--- src/rtl/adc_cmd_sequencer.sv ---
// Command sequencer: turns decoded UART commands into calibration or
// conversion handshakes and streams results/status bytes to the UART.
module adc_cmd_sequencer #(
    parameter int         CMDLENGTH   = 4,
    parameter int         ADC_BITS    = 12,
    parameter int         NUM_SAMPLES = 16,
    parameter int         TIMEOUT     = 65535,
    parameter logic [7:0] ACK_BYTE    = 8'hA5,
    parameter logic [7:0] NAK_BYTE    = 8'hEE
) (
    input  logic                 clk,
    input  logic                 nrst,
    input  logic                 sys_locked,
    input  logic [CMDLENGTH-1:0] cmd,
    input  logic                 cmd_vld,
    output logic                 cal_start,
    input  logic                 cal_done,
    output logic                 adc_start,
    input  logic                 adc_done,
    input  logic [ADC_BITS-1:0]  adc_data,
    output logic [7:0]           tx_data,
    output logic                 tx_req,
    input  logic                 tx_busy,
    output logic                 busy,
    output logic                 err
);

    localparam int CNT_W  = (NUM_SAMPLES > 1) ? $clog2(NUM_SAMPLES) : 1;
    localparam int WAIT_W = (TIMEOUT > 0) ? $clog2(TIMEOUT + 1) : 1;

    localparam logic [CNT_W-1:0]     LAST_SAMPLE = CNT_W'(NUM_SAMPLES - 1);
    localparam logic [WAIT_W-1:0]    WAIT_LIMIT  = WAIT_W'(TIMEOUT);
    localparam logic [CMDLENGTH-1:0] CMD_CAL     = CMDLENGTH'(1);
    localparam logic [CMDLENGTH-1:0] CMD_SAMPLE  = CMDLENGTH'(2);

    typedef enum logic [3:0] {
        IDLE,
        CAL_START,
        CAL_WAIT,
        CONV_START,
        CONV_WAIT,
        TX_HI,
        TX_HI_G,
        TX_LO,
        TX_LO_G,
        TX_STAT
    } state_t;

    state_t              state, state_nxt;
    logic [WAIT_W-1:0]   wait_cnt, wait_cnt_nxt;
    logic [CNT_W-1:0]    sample_cnt, sample_cnt_nxt;
    logic [ADC_BITS-1:0] sample_q, sample_q_nxt;
    logic [7:0]          stat_byte, stat_byte_nxt;
    logic [7:0]          tx_data_nxt;
    logic                tx_req_nxt;
    logic                err_nxt;
    logic                cal_start_nxt;
    logic                adc_start_nxt;
    logic                busy_nxt;
    logic [15:0]         sample_wide;

    assign sample_wide = 16'(sample_q);

    always_ff @(posedge clk or negedge nrst) begin
        if (!nrst) begin
            state      <= IDLE;
            wait_cnt   <= '0;
            sample_cnt <= '0;
            sample_q   <= '0;
            stat_byte  <= 8'h00;
            tx_data    <= 8'h00;
            tx_req     <= 1'b0;
            err        <= 1'b0;
            cal_start  <= 1'b0;
            adc_start  <= 1'b0;
            busy       <= 1'b0;
        end else begin
            state      <= state_nxt;
            wait_cnt   <= wait_cnt_nxt;
            sample_cnt <= sample_cnt_nxt;
            sample_q   <= sample_q_nxt;
            stat_byte  <= stat_byte_nxt;
            tx_data    <= tx_data_nxt;
            tx_req     <= tx_req_nxt;
            err        <= err_nxt;
            cal_start  <= cal_start_nxt;
            adc_start  <= adc_start_nxt;
            busy       <= busy_nxt;
        end
    end

    always_comb begin
        state_nxt      = state;
        wait_cnt_nxt   = wait_cnt;
        sample_cnt_nxt = sample_cnt;
        sample_q_nxt   = sample_q;
        stat_byte_nxt  = stat_byte;
        tx_data_nxt    = tx_data;
        tx_req_nxt     = 1'b0;
        err_nxt        = err;

        case (state)
            IDLE: begin
                if (cmd_vld) begin
                    err_nxt = 1'b0;
                    if (cmd == CMD_CAL) begin
                        state_nxt = CAL_START;
                    end else if (cmd == CMD_SAMPLE) begin
                        sample_cnt_nxt = '0;
                        state_nxt      = CONV_START;
                    end else begin
                        stat_byte_nxt = NAK_BYTE;
                        state_nxt     = TX_STAT;
                    end
                end
            end
            CAL_START: begin
                wait_cnt_nxt = '0;
                state_nxt    = CAL_WAIT;
            end
            CAL_WAIT: begin
                if (cal_done) begin
                    stat_byte_nxt = ACK_BYTE;
                    state_nxt     = TX_STAT;
                end else if (wait_cnt == WAIT_LIMIT) begin
                    err_nxt       = 1'b1;
                    stat_byte_nxt = NAK_BYTE;
                    state_nxt     = TX_STAT;
                end else begin
                    wait_cnt_nxt = wait_cnt + WAIT_W'(1);
                end
            end
            CONV_START: begin
                wait_cnt_nxt = '0;
                state_nxt    = CONV_WAIT;
            end
            CONV_WAIT: begin
                if (adc_done) begin
                    sample_q_nxt = adc_data;
                    state_nxt    = TX_HI;
                end else if (wait_cnt == WAIT_LIMIT) begin
                    err_nxt       = 1'b1;
                    stat_byte_nxt = NAK_BYTE;
                    state_nxt     = TX_STAT;
                end else begin
                    wait_cnt_nxt = wait_cnt + WAIT_W'(1);
                end
            end
            TX_HI: begin
                if (!tx_busy) begin
                    tx_data_nxt = sample_wide[15:8];
                    tx_req_nxt  = 1'b1;
                    state_nxt   = TX_HI_G;
                end
            end
            // The UART only raises tx_busy a cycle after our request, so the
            // guard states skip that stale low value.
            TX_HI_G: begin
                state_nxt = TX_LO;
            end
            TX_LO: begin
                if (!tx_busy) begin
                    tx_data_nxt = sample_wide[7:0];
                    tx_req_nxt  = 1'b1;
                    state_nxt   = TX_LO_G;
                end
            end
            TX_LO_G: begin
                if (sample_cnt == LAST_SAMPLE) begin
                    stat_byte_nxt = ACK_BYTE;
                    state_nxt     = TX_STAT;
                end else begin
                    sample_cnt_nxt = sample_cnt + CNT_W'(1);
                    state_nxt      = CONV_START;
                end
            end
            TX_STAT: begin
                if (!tx_busy) begin
                    tx_data_nxt = stat_byte;
                    tx_req_nxt  = 1'b1;
                    state_nxt   = IDLE;
                end
            end
            default: begin
                state_nxt = IDLE;
            end
        endcase

        // Losing clock lock aborts everything back to the reset picture.
        if (!sys_locked) begin
            state_nxt      = IDLE;
            wait_cnt_nxt   = '0;
            sample_cnt_nxt = '0;
            sample_q_nxt   = '0;
            stat_byte_nxt  = 8'h00;
            tx_data_nxt    = 8'h00;
            tx_req_nxt     = 1'b0;
            err_nxt        = 1'b0;
        end
    end

    // Start pulses last exactly the single cycle spent in a start state;
    // busy stays up through the final status request.
    always_comb begin
        cal_start_nxt = (state_nxt == CAL_START);
        adc_start_nxt = (state_nxt == CONV_START);
        busy_nxt      = (state_nxt != IDLE) || tx_req_nxt;
    end

endmodule

--- config.mk ---
export PLATFORM = sky130hd
export DESIGN_NAME = adc_cmd_sequencer
export DESIGN_NICKNAME = d
export VERILOG_FILES = /design/src/rtl/adc_cmd_sequencer.sv
export SDC_FILE = /design/constraint.sdc
export NUM_CORES = 1
export LEC_CHECK = 0
export CORE_AREA = 2 2 82 84
export DETAILED_ROUTE_END_ITERATION = 10
export DIE_AREA = 0 0 84 86
export PLACE_DENSITY = 0.76
export SETUP_SLACK_MARGIN = 0.4
export SLEW_MARGIN = 10
export SYNTH_ARGS = -nofsm -noshare
export SYNTH_HDL_FRONTEND = slang
export SYNTH_SLANG_ARGS = --single-unit
--- constraint.sdc ---
create_clock -name clk -period 3.1 [get_ports clk]
set_input_delay 0.31 -clock clk [delete_from_list [all_inputs] [get_ports clk]]
set_output_delay 0.31 -clock clk [all_outputs]
set_load 0.05 [all_outputs]
After elaboration in Yosys (flattened, before gate mapping). Cells that the tools add are included.

Flip-flop bits (word level): 57. Output and inout bits: 13. Logic and storage cells: 106.

Add/subtract/negate cells: 2. Eq/ne operators: 33. Multiplexer cells: 49. Reductions and logical operators: 11.

Operators by type and width (count): $mux W8 (12); $mux W16 (4); $mux W4 (16); $pmux W16 S3 (1); $pmux W4 S10 (1); $mux W12 (3); $ne A3 B3 Y1 const B (11); $pmux W8 S4 (1); $pmux W8 S3 (1); $add A16 B1 Y16 const B (1); $eq A16 B16 Y1 const B (1); $eq A4 B2 Y1 const B (4); $eq A4 B3 Y1 const B (4); $eq A4 B1 Y1 const B (3); $eq A4 B4 Y1 const B (3); $mux W1 (8); $ne A4 B1 Y1 const B (2); $pmux W4 S2 (1); $reduce_and A4 Y1 (2); $reduce_and A6 Y1 (1); $ne A5 B1 Y1 const B (1); $reduce_and A5 Y1 (1); $add A4 B1 Y4 const B (1); $logic_not A4 Y1 (1); 10 further kinds (11).

Logic depth before layout (Yosys ltp). Gate-level depths: netlist of run 1.

Depth after elaboration: 8. Gate-level depth with buffers: 8. Mapped depth without buffers: 6.

Least setup slack after synthesis of run 1. OpenSTA, ideal clock, no wires.

Kind: reg-to-reg. From: reg wait_cnt[0]. To: reg cal_start. Arrival: 1.945 ns. Setup slack: 1.075 ns. Stages on the path, launching flop included: 7. Path buffers: 0. Cells stage by stage: dfrtp_1 > ha_1 > nand3_2 > or4_4 > a21o_1 > o41ai_2 > nor3b_2.

Longest elaborated chain between the ends: 6.

Ends and longest elaborated chain: start: declaration (line 50) `logic [WAIT_W-1:0] wait_cnt, wait_cnt_nxt;`; start signal: assignment (line 79) `wait_cnt <= wait_cnt_nxt;`; $eq A16 B16 Y1 * (line 125, 141); $mux W4 * (line 125, 141); $mux W4 (on tied branches) (line 138, 122); $pmux W4 S10 * (line 102) `case (state)`; $mux W4 * (line 190) `if (!sys_locked) begin`; $eq A4 B1 Y1 * (line 205) `cal_start_nxt = (state_nxt == CAL_START);`; named net cal_start_nxt (line 57) `logic cal_start_nxt;`; end signal: assignment (line 86) `cal_start <= cal_start_nxt;`; end: declaration (line 16) `output logic cal_start,`.

Mark *: on every way through the listed nets, which the timed path passes. The rest lies on a longest branch. A chain may end at the register's enable or synchronous reset.

Final worst setup path of run 1.
From: reg state[2]. To: reg wait_cnt[15].

Longest elaborated chain between the ends: 4.

Ends and longest elaborated chain: start: declaration (line 49) `state_t state, state_nxt;`; start signal: assignment (line 78) `state <= state_nxt;`; $eq A4 B2 Y1 / $eq A4 B1 Y1 (equally long branches) (line 102); $reduce_or A2 Y1 (no line); $ne A4 B2 Y1 (no line) / $pmux W16 S3 (equally long branches); $reduce_and A3 Y1 (no line) / $mux W16 (equally long branches).

Parallel ways exist; a longest one is shown, timed or not.

==> impl_metrics.yaml, run 1 <==
cts:
  cts_tree: "built"
  post_cts_resized: 0
  path_clk_slew_ns: 0.06
  clockRootBuffer: "clkbuf_8"
  cts.sinks: 57
  clock_path_buffers: 2
  htreeDepth: 3
  cts_made_buffers: 9
  clkLatencyLatePin_ns: 0.33
worst_setup_path:
  crit_buf_inv: 0
  slowest_delay_ns: 0.74
  startpoint_type: "register"
  crit_chain: "nor4b_1, a32oi_2, nand4_1, or4_1, a21oi_1"
  path_delay_family: "simple AND/OR/NAND/NOR gates"
  worst_path_max_delay_cell: "dfrtp_1"
  path_class: "reg -> reg"
  cp.arrival_ns: 2.70
  cp_max_fo: 22
  worst_ep_required_time_ns: 3.35
  crit_path_end_kind: "register"
grt:
  grt_usage_pct: 20.20
  grt_max_degree: 34
  grt_pass1_wl_um: 11630
  gr-total-overflow: 0
  antenna_found_initial: 0
  grt_pass1_vias: 2413
synth:
  yosys_register_bits: 57
  synth_fp_nets: 334
  synth_warnings: 0
  synth_area_mm2: 0.002995
  netlist_instances: 309
  synth-edff-count: 0
  synth_ff_type: "dfrtp_1"
  ys_types: 55
  ys_seq_area_share_pct: 47.62
  async_reset_ff_share_pct: 100.0
  syn_avg_cell_area_um2: 9.694
power:
  power.share.clock_pct: 31.6
  switching_share_pct: 33.36
  p_int_uw: 1603
  combinationalPowerShare_pct: 29.1
  p_switching_uw: 802.6
  p_per_area_mw_per_mm2: 663.0
  peakVddDrop_v: 0.0003664
  seqPwrFrac_pct: 39.2
  leakagePower_uw: 0.001549
finish:
  instances_no_fill: 424
  utilization_pct: 57.80
  area_growth_pct: 21.14
  diodes: 0
  stdcell_area_mm2: 0.003628
  fin_nets: 369
  drive_above_1_share_pct: 9.222
  layout_common_cells: "dfrtp_1 (57), clkdlybuf4s50_1 (34), o21ai_0 (23), nand2_1 (23), a21oi_1 (21)"
  layout_commonest_cell: "dfrtp_1"
hold_path:
  hp-class: "reg -> reg"
route:
  routed_wl_um: 6720
  drcViolationCount: 0
  top_layer: "met4"
  met1_length_um: 3098
  wl_met2_um: 3214
  viasPerCell: 5.936
  wl_met3_um: 264
  ant_nets: 0
  dr_total_vias: 2517
  firstDrtPassIters: 5
  drt-initial-drc-count: 170
  post_drt_wl_per_cell_um: 15.85
place:
  dpl.hpwl_um: 4704
  placed_area_mm2: 0.003402
  port_buffers: 35
  dp_cells: 409
  gp_congestion: 0.9315
timing:
  setup_tns_ns: 0
  final.min_clock_period_ns: 2.453
  timing.final.crit_share_pct: 79.14
  finalHoldViolations: 0
  fmax_mhz: 407.6
  fin_skew_ns: 0.005907
  whs_ns: 0.4774
  finalSetupViolCount: 0
  drv_slew: 0
  rsz0062_at_grt: "no"
  slew_headroom_pct: 51.47
  tightest_slew_ns: 0.7179
die:
  die_h_um: 86
  initial_core_util_pct: 47.72
  core_mm2: 0.006277
  die_w_um: 84
  io_pins: 36
  row_count: 29
  dieArea_mm2: 0.007224
run_status:
  status: "finished clean"
flow_run:
  max_cap_viol_count: 0
[synthesized netlist by cell type (4+ instances only)]
cell      count  area, um2
inv_1        12      45.04
or4_1         6      45.04
or3_1         6      37.54
and2_1        6      37.54
a22o_1       17      148.9
nand3_1      10      50.05
a22oi_1       4      30.03
and3_1        4      25.02
nand4_1       9      56.30
dfrtp_1      57       1426
nor3_1        4      20.02
xor2_1        6      52.55
o31ai_1       5      37.54
nor2_1       15      56.30
clkbuf_1     12      45.04
nand2b_1      6      37.54
a21o_1        4      30.03
nand2_1      23      86.33
o21a_1        6      45.04
o21ai_0      23      115.1
a21oi_1      21      105.1
[logic make-up after synthesis]
kind of cell               Yosys count  share of synthesized area, %
AOI/OAI and AO/OA                  102                         23.81
adders and majority gates            2                        0.8353
muxes                                1                        0.3342
buffers and inverters               29                         3.926
and+or+nand+nor                    112                         21.72
xor gates and xnor gates             6                         1.754
DFF                                 57                         47.62
[stage by stage]
step                      setup WS, ns  total power [uW]
after floorplan                  1.075              1457
after global placement          0.6191              1643
after detailed placement        0.5465              1654
after CTS                       0.6489              2423
after global routing            0.4301              2556
final                           0.6468              2406
[cell type report]
| class | instances | area (um2) |
|---|---|---|
| flip-flops and latches | 57 | 1426 |
| clock inverters | 3 | 65.06 |
| clock buffers | 11 | 151.4 |
| repair buffers | 41 | 392.9 |
| fillers | 565 | 2649 |
| multi-input cells | 223 | 1451 |
| well taps | 77 | 96.34 |
| inverters | 12 | 45.04 |
[layer usage]
layer / GRT usage [%] / up-vias
met1: 26.78 / 1214
met2: 31.85 / 70
met4: 8.798 / 0
met5: 0 / -
li1: - / 1221
met3: 4.812 / 12
[flip-flops by register name, indices dropped and copies added (netlist names)]
name and flops:
sample_cnt 4, sample_q 12, state 4, wait_cnt 16, adc_start 1, cal_start 1, tx_data 8, tx_req 1
stat_byte 8, busy 1, err 1
[final timing paths]
check,start,to,slack [ns],cells after the start
min in group asynchronous,nrst,stat_byte[6]$_DFFE_PN0P_,0.51,2
worst min register to register,tx_data[5]$_DFFE_PN0P_,tx_data[5]$_DFFE_PN0P_,0.48,2
worst max-delay path,state[2]$_DFF_PN0_,wait_cnt[15]$_DFFE_PN0P_,0.65,5
worst max register to register,state[2]$_DFF_PN0_,wait_cnt[15]$_DFFE_PN0P_,0.65,5
worst min-delay path,tx_data[5]$_DFFE_PN0P_,tx_data[5]$_DFFE_PN0P_,0.48,2
max in group asynchronous,nrst,wait_cnt[7]$_DFFE_PN0P_,1.77,3
[power groups by stage]
stage / sequential (uW) / clock, uW / combinational, uW
floorplan: 924 / 0 / 533
finish: 944 / 760 / 701
CTS: 942 / 779 / 702
global placement: 956 / 0 / 688
global route: 961 / 819 / 775
detailed placement: 955 / 0 / 699
[worst min-delay path: cells and delay by family, from the launching register on]
family / cells / cell delay [ns]
and+or+nand+nor: 1 / 0.04
DFF: 1 / 0.34
AOI/OAI and AO/OA: 1 / 0.06
[repair_timing]
item	CTS	global route
hold endpoints to repair	24	0
hold buffers	1	0
buffers inserted	0	0
(Power assumes the default switching activity.)
==> run 2, diff against run 1 <==
clock period = 2.4 ns   (was 3.1 ns; I/O delays follow)
==> impl_metrics.yaml, run 2 (same netlist as run 1, synthesis figures left out) <==
finish:
  reg.largest.list: "wait_cnt x16, sample_q x12"
  largest_register_ffs: 16
  fin_nets: 394
  layout_commonest_cell: "dfrtp_1"
  diodes: 0
  area_growth_pct: 30.16
  fillerInstances: 524
  drive_above_1_share_pct: 18.72
  largest-register: "wait_cnt"
  layout_common_cells: "dfrtp_1 (50), clkdlybuf4s50_1 (34), buf_4 (26), o21ai_0 (23), nand2_1 (23)"
power:
  combinationalPowerShare_pct: 33.3
  p_int_uw: 2185
  p_per_area_mw_per_mm2: 849.1
  leakagePower_uw: 0.001678
  switching_share_pct: 33.98
  seqPwrFrac_pct: 35.8
  p_total_uw: 3310
  peakVddDrop_v: 0.0005008
  power.share.clock_pct: 30.9
  p_switching_uw: 1125
cts:
  path_clk_slew_ns: 0.07
  clockRootBuffer: "clkbuf_8"
  cts.sinks: 57
  htreeDepth: 3
  clkLatencyLatePin_ns: 0.34
  cts_tree: "built"
  clock_path_buffers: 2
  cts_made_buffers: 9
grt:
  grt_usage_pct: 21.12
  antenna_found_initial: 0
  gr-total-overflow: 0
  grt_pass1_vias: 2526
  grt_max_degree: 31
  grt_pass1_wl_um: 12010
route:
  post_drt_wl_per_cell_um: 16.12
  viasPerCell: 5.896
  ant_nets: 0
  firstDrtPassIters: 4
  drt-initial-drc-count: 175
  dr_total_vias: 2659
  drcViolationCount: 0
  routed_wl_um: 7270
place:
  port_buffers: 35
  gp_congestion: 0.9058
  dpl.hpwl_um: 5050
timing:
  slew_headroom_pct: 53.61
  finalHoldViolations: 0
  setup_tns_ns: 0
  timing.final.crit_share_pct: 81.45
  rsz0062_at_grt: "yes"
  whs_ns: 0.4679
  fmax_mhz: 511.6
  final.min_clock_period_ns: 1.955
  tightest_slew_ns: 0.6933
  drv_slew: 0
  finalSetupViolCount: 0
  fin_skew_ns: 0.009234
worst_setup_path:
  path_class: "reg -> reg"
  slowest_delay_ns: 0.57
  crit_buf_inv: 1
  startpoint_type: "register"
  worst_ep_required_time_ns: 2.65
  cp.arrival_ns: 2.21
  cp_max_fo: 5
  crit_chain: "nand4_2, or4_4, buf_4, a21boi_1, a211oi_2, a2bb2oi_1"
  worst_path_max_delay_cell: "or4_4"
  path_delay_family: "simple AND/OR/NAND/NOR gates"
  crit_path_end_kind: "register"
die:
  initial_core_util_pct: 47.72
  dieArea_mm2: 0.007224
  core_mm2: 0.006277
  row_count: 29
  die_h_um: 86
  io_pins: 36
  die_w_um: 84
flow_run:
  max_cap_viol_count: 0
hold_path:
  hp-class: "in -> async"
run_status:
  status: "finished clean"
run 2: timing repair:
item,CTS,global route
hold buffers,1,0
gates resized for setup,3,13
setup endpoints to repair,22,29
pin swaps,2,5
setup buffers,5,10
hold endpoints to repair,28,0
cloned,0,0
run 2: final timing paths:
kind,startpoint,to,slack [ns],cells past startpoint
hold reg to reg,tx_data[2]$_DFFE_PN0P_,tx_data[2]$_DFFE_PN0P_,0.48,2
setup / recovery,wait_cnt[5]$_DFFE_PN0P_,stat_byte[1]$_DFFE_PN0P_,0.45,6
min in group clk,tx_data[2]$_DFFE_PN0P_,tx_data[2]$_DFFE_PN0P_,0.48,2
setup reg to reg,wait_cnt[5]$_DFFE_PN0P_,stat_byte[1]$_DFFE_PN0P_,0.45,6
max in group asynchronous,nrst,state[2]$_DFF_PN0_,1.25,3
hold / removal,nrst,sample_cnt[2]$_DFFE_PN0P_,0.47,2
run 2: per-stage QoR:
| step | util (%) | instances | setup slack (ns) | cell area [um2] |
|---|---|---|---|---|
| global route | 62.11 | 451 | 0.3174 | 3899 |
| finish | 62.11 | 451 | 0.4452 | 3899 |
| floorplan | - | 309 | 0.4016 | 3005 |
| global placement | 55.55 | 419 | 0.2369 | 3487 |
| CTS | 60.24 | 441 | 0.4118 | 3781 |
| detailed placement | 55.55 | 419 | 0.1401 | 3487 |
run 2: final cells by class:
| type | instances | area [um2] | area share [%] |
|---|---|---|---|
| multi-input combinational | 223 | 1498 | 38.41 |
| sequential | 57 | 1435 | 36.81 |
| timing repair buffer | 66 | 595.6 | 15.28 |
| clock buffer | 11 | 151.4 | 3.883 |
| tap | 77 | 96.34 | 2.471 |
| clock inverter | 5 | 77.57 | 1.990 |
| inverter | 12 | 45.04 | 1.155 |
run 2: per-layer routing:
| layer | global-route usage, % | wire length, um | vias up |
|---|---|---|---|
| li1 | - | - | 1273 |
| met1 | 28.63 | 3298 | 1317 |
| met3 | 4.331 | 284 | 8 |
| met5 | 0 | 0 | - |
| met4 | 7.038 | 105 | 0 |
| met2 | 34.18 | 3581 | 61 |
run 2: power groups by stage:
stage,clock network (uW),logic [uW],registers (uW)
floorplan,0,689,1190
finish,1020,1100,1190
detailed placement,0,1020,1190
global route,1090,1210,1200
CTS,1040,1050,1170
global placement,0,1000,1180
==> run 3, diff against run 2 <==
clock period = 1.9 ns   (was 2.4 ns; I/O delays follow)
==> impl_metrics.yaml, run 3 (same netlist as run 1, synthesis figures left out) <==
run_status:
  status: "finished, violations left"
  violations: "setup timing"
worst_setup_path:
  r2r-end: "cal_start$_DFF_PN0_"
  worst_path_max_delay_cell: "or4_4"
  reg2reg_depth: 7
  slowest_delay_ns: 0.46
  worst_ep_required_time_ns: 2.11
  startpoint_type: "register"
  crit_end: "cal_start$_DFF_PN0_"
  cp_max_fo: 4
  crit_chain: "ha_4, nand3_4, or4_4, buf_4, and3b_2, o41ai_2, nor3b_2"
  path_class: "reg -> reg"
  rr_startpoint: "wait_cnt[1]$_DFFE_PN0P_"
  crit_path_end_kind: "register"
  cp.arrival_ns: 2.11
  r2r_setup_slack_ns: -0.0003
  startpoint: "wait_cnt[1]$_DFFE_PN0P_"
finish:
  register_area_mm2: 0.001430
  fin_nets: 429
  largest-register: "wait_cnt"
  fillerInstances: 457
  area_growth_pct: 46.74
  drive_above_1_share_pct: 31.70
  diodes: 0
  reg.largest.list: "wait_cnt x16, sample_q x12"
  instances_no_fill: 484
  multi_input_area_mm2: 0.001734
  layout_common_cells: "dfrtp_1 (54), buf_4 (54), clkdlybuf4s50_1 (21), nand2_1 (20)"
  largest_register_ffs: 16
  stdcell_area_mm2: 0.004395
power:
  leakagePower_uw: 0.001960
  p_per_area_mw_per_mm2: 1106
  p_total_uw: 4862
  peakVddDrop_v: 0.001013
hold_path:
  hp-class: "in -> async"
cts:
  htreeDepth: 3
  cts.sinks: 57
  cts_tree: "built"
  clockRootBuffer: "clkbuf_8"
  clock_path_buffers: 2
  path_clk_slew_ns: 0.06
  clkLatencyLatePin_ns: 0.34
  cts_made_buffers: 9
flow_run:
  max_cap_viol_count: 0
route:
  viasPerCell: 5.738
  drcViolationCount: 0
  ant_nets: 0
  routed_wl_um: 7949
  post_drt_wl_per_cell_um: 16.42
  drt-initial-drc-count: 110
  firstDrtPassIters: 4
  dr_total_vias: 2777
die:
  initial_core_util_pct: 47.72
  dieArea_mm2: 0.007224
  die_w_um: 84
  io_pins: 36
  core_mm2: 0.006277
  die_h_um: 86
  row_count: 29
place:
  placed_area_mm2: 0.003877
  port_buffers: 35
  dpl.hpwl_um: 5459
  gp_congestion: 0.9248
  place_ws_ns: -0.08997
  dp_cells: 455
timing:
  slew_headroom_pct: 62.75
  tightest_slew_ns: 0.5509
  rsz0062_at_grt: "yes"
  setup_slack_ns: -0.0003164
  finalSetupViolCount: 1
  drv_slew: 0
  fin_skew_ns: 0.008587
  finalHoldViolations: 0
  fmax_mhz: 526.2
  timing.final.crit_share_pct: 100.0
  final.min_clock_period_ns: 1.900
  setup_tns_ns: -0.0003164
grt:
  grt_usage_pct: 24.03
  grt_pass1_wl_um: 13570
  gr-total-overflow: 0
  grt_pass1_vias: 2906
  antenna_found_initial: 0
  grt_max_degree: 39
[run 3: changes by cell type in the layout (fill, tap and decap cells not counted), moves of 4 or more]
cell,delta
buf_4,+28
a21oi_1,-4
o21ai_0,-8
clkdlybuf4s50_1,-13
dfrtp_2,-4
nor2_1,-4
o21ai_1,+8
dlygate4sd2_1,+13
nor2_4,+4
dfrtp_1,+4
[run 3: metal layers]
layer,track usage [%],vias to the layer above,wire [um]
li1,-,1344,-
met1,29.07,1348,3477
met2,41.75,67,3970
met3,5.197,18,362
met4,10.12,0,139
met5,0,-,0
[run 3: where the power goes]
group	internal, uW	switching, uW
combinational	1020	1100
sequential	1350	120
clock	793	473
[run 3: area by class of cell]
cell class | instances | share of cell area (%)
Clock buffer | 11 | 3.444
Inverter | 12 | 1.025
Sequential cell | 57 | 32.54
Tap cell | 77 | 2.192
Timing Repair Buffer | 101 | 19.87
Multi-Input combinational cell | 223 | 39.45
Clock inverter | 3 | 1.480
[run 3: critical path, delay by kind of cell (launching register included)]
family	cells	cell delay (ns)
and+or+nand+nor	4	0.94
buffers and inverters	1	0.18
adders and majority gates	1	0.17
AOI/OAI and AO/OA	1	0.09
DFF	1	0.39
[run 3: worst min path at each step]
stage,from,to
after floorplan,nrst,adc_start$_DFF_PN0_
after global placement,nrst,tx_req$_DFF_PN0_
after detailed placement,nrst,tx_req$_DFF_PN0_
after CTS,nrst,tx_req$_DFF_PN0_
after global routing,nrst,sample_q[3]$_DFFE_PN0P_
final,nrst,tx_data[5]$_DFFE_PN0P_
[run 3: metrics by stage]
stage | hold slack [ns] | utilization, %
after floorplan | -0.1056 | -
after global placement | 0.1668 | 61.77
after detailed placement | 0.1622 | 61.77
after CTS | 0.3340 | 68.25
after global routing | 0.3748 | 70.02
final | 0.3339 | 70.02
[run 3: what timing repair did]
action                                  4_1_cts  5_1_grt
setup buffers                                 8        5
hold endpoints to repair                     19        0
endpoints found under the setup margin       70       57
gates cloned                                  1        0
hold buffers                                  1        0
resized for setup                            43       17
pin swaps                                     9        6
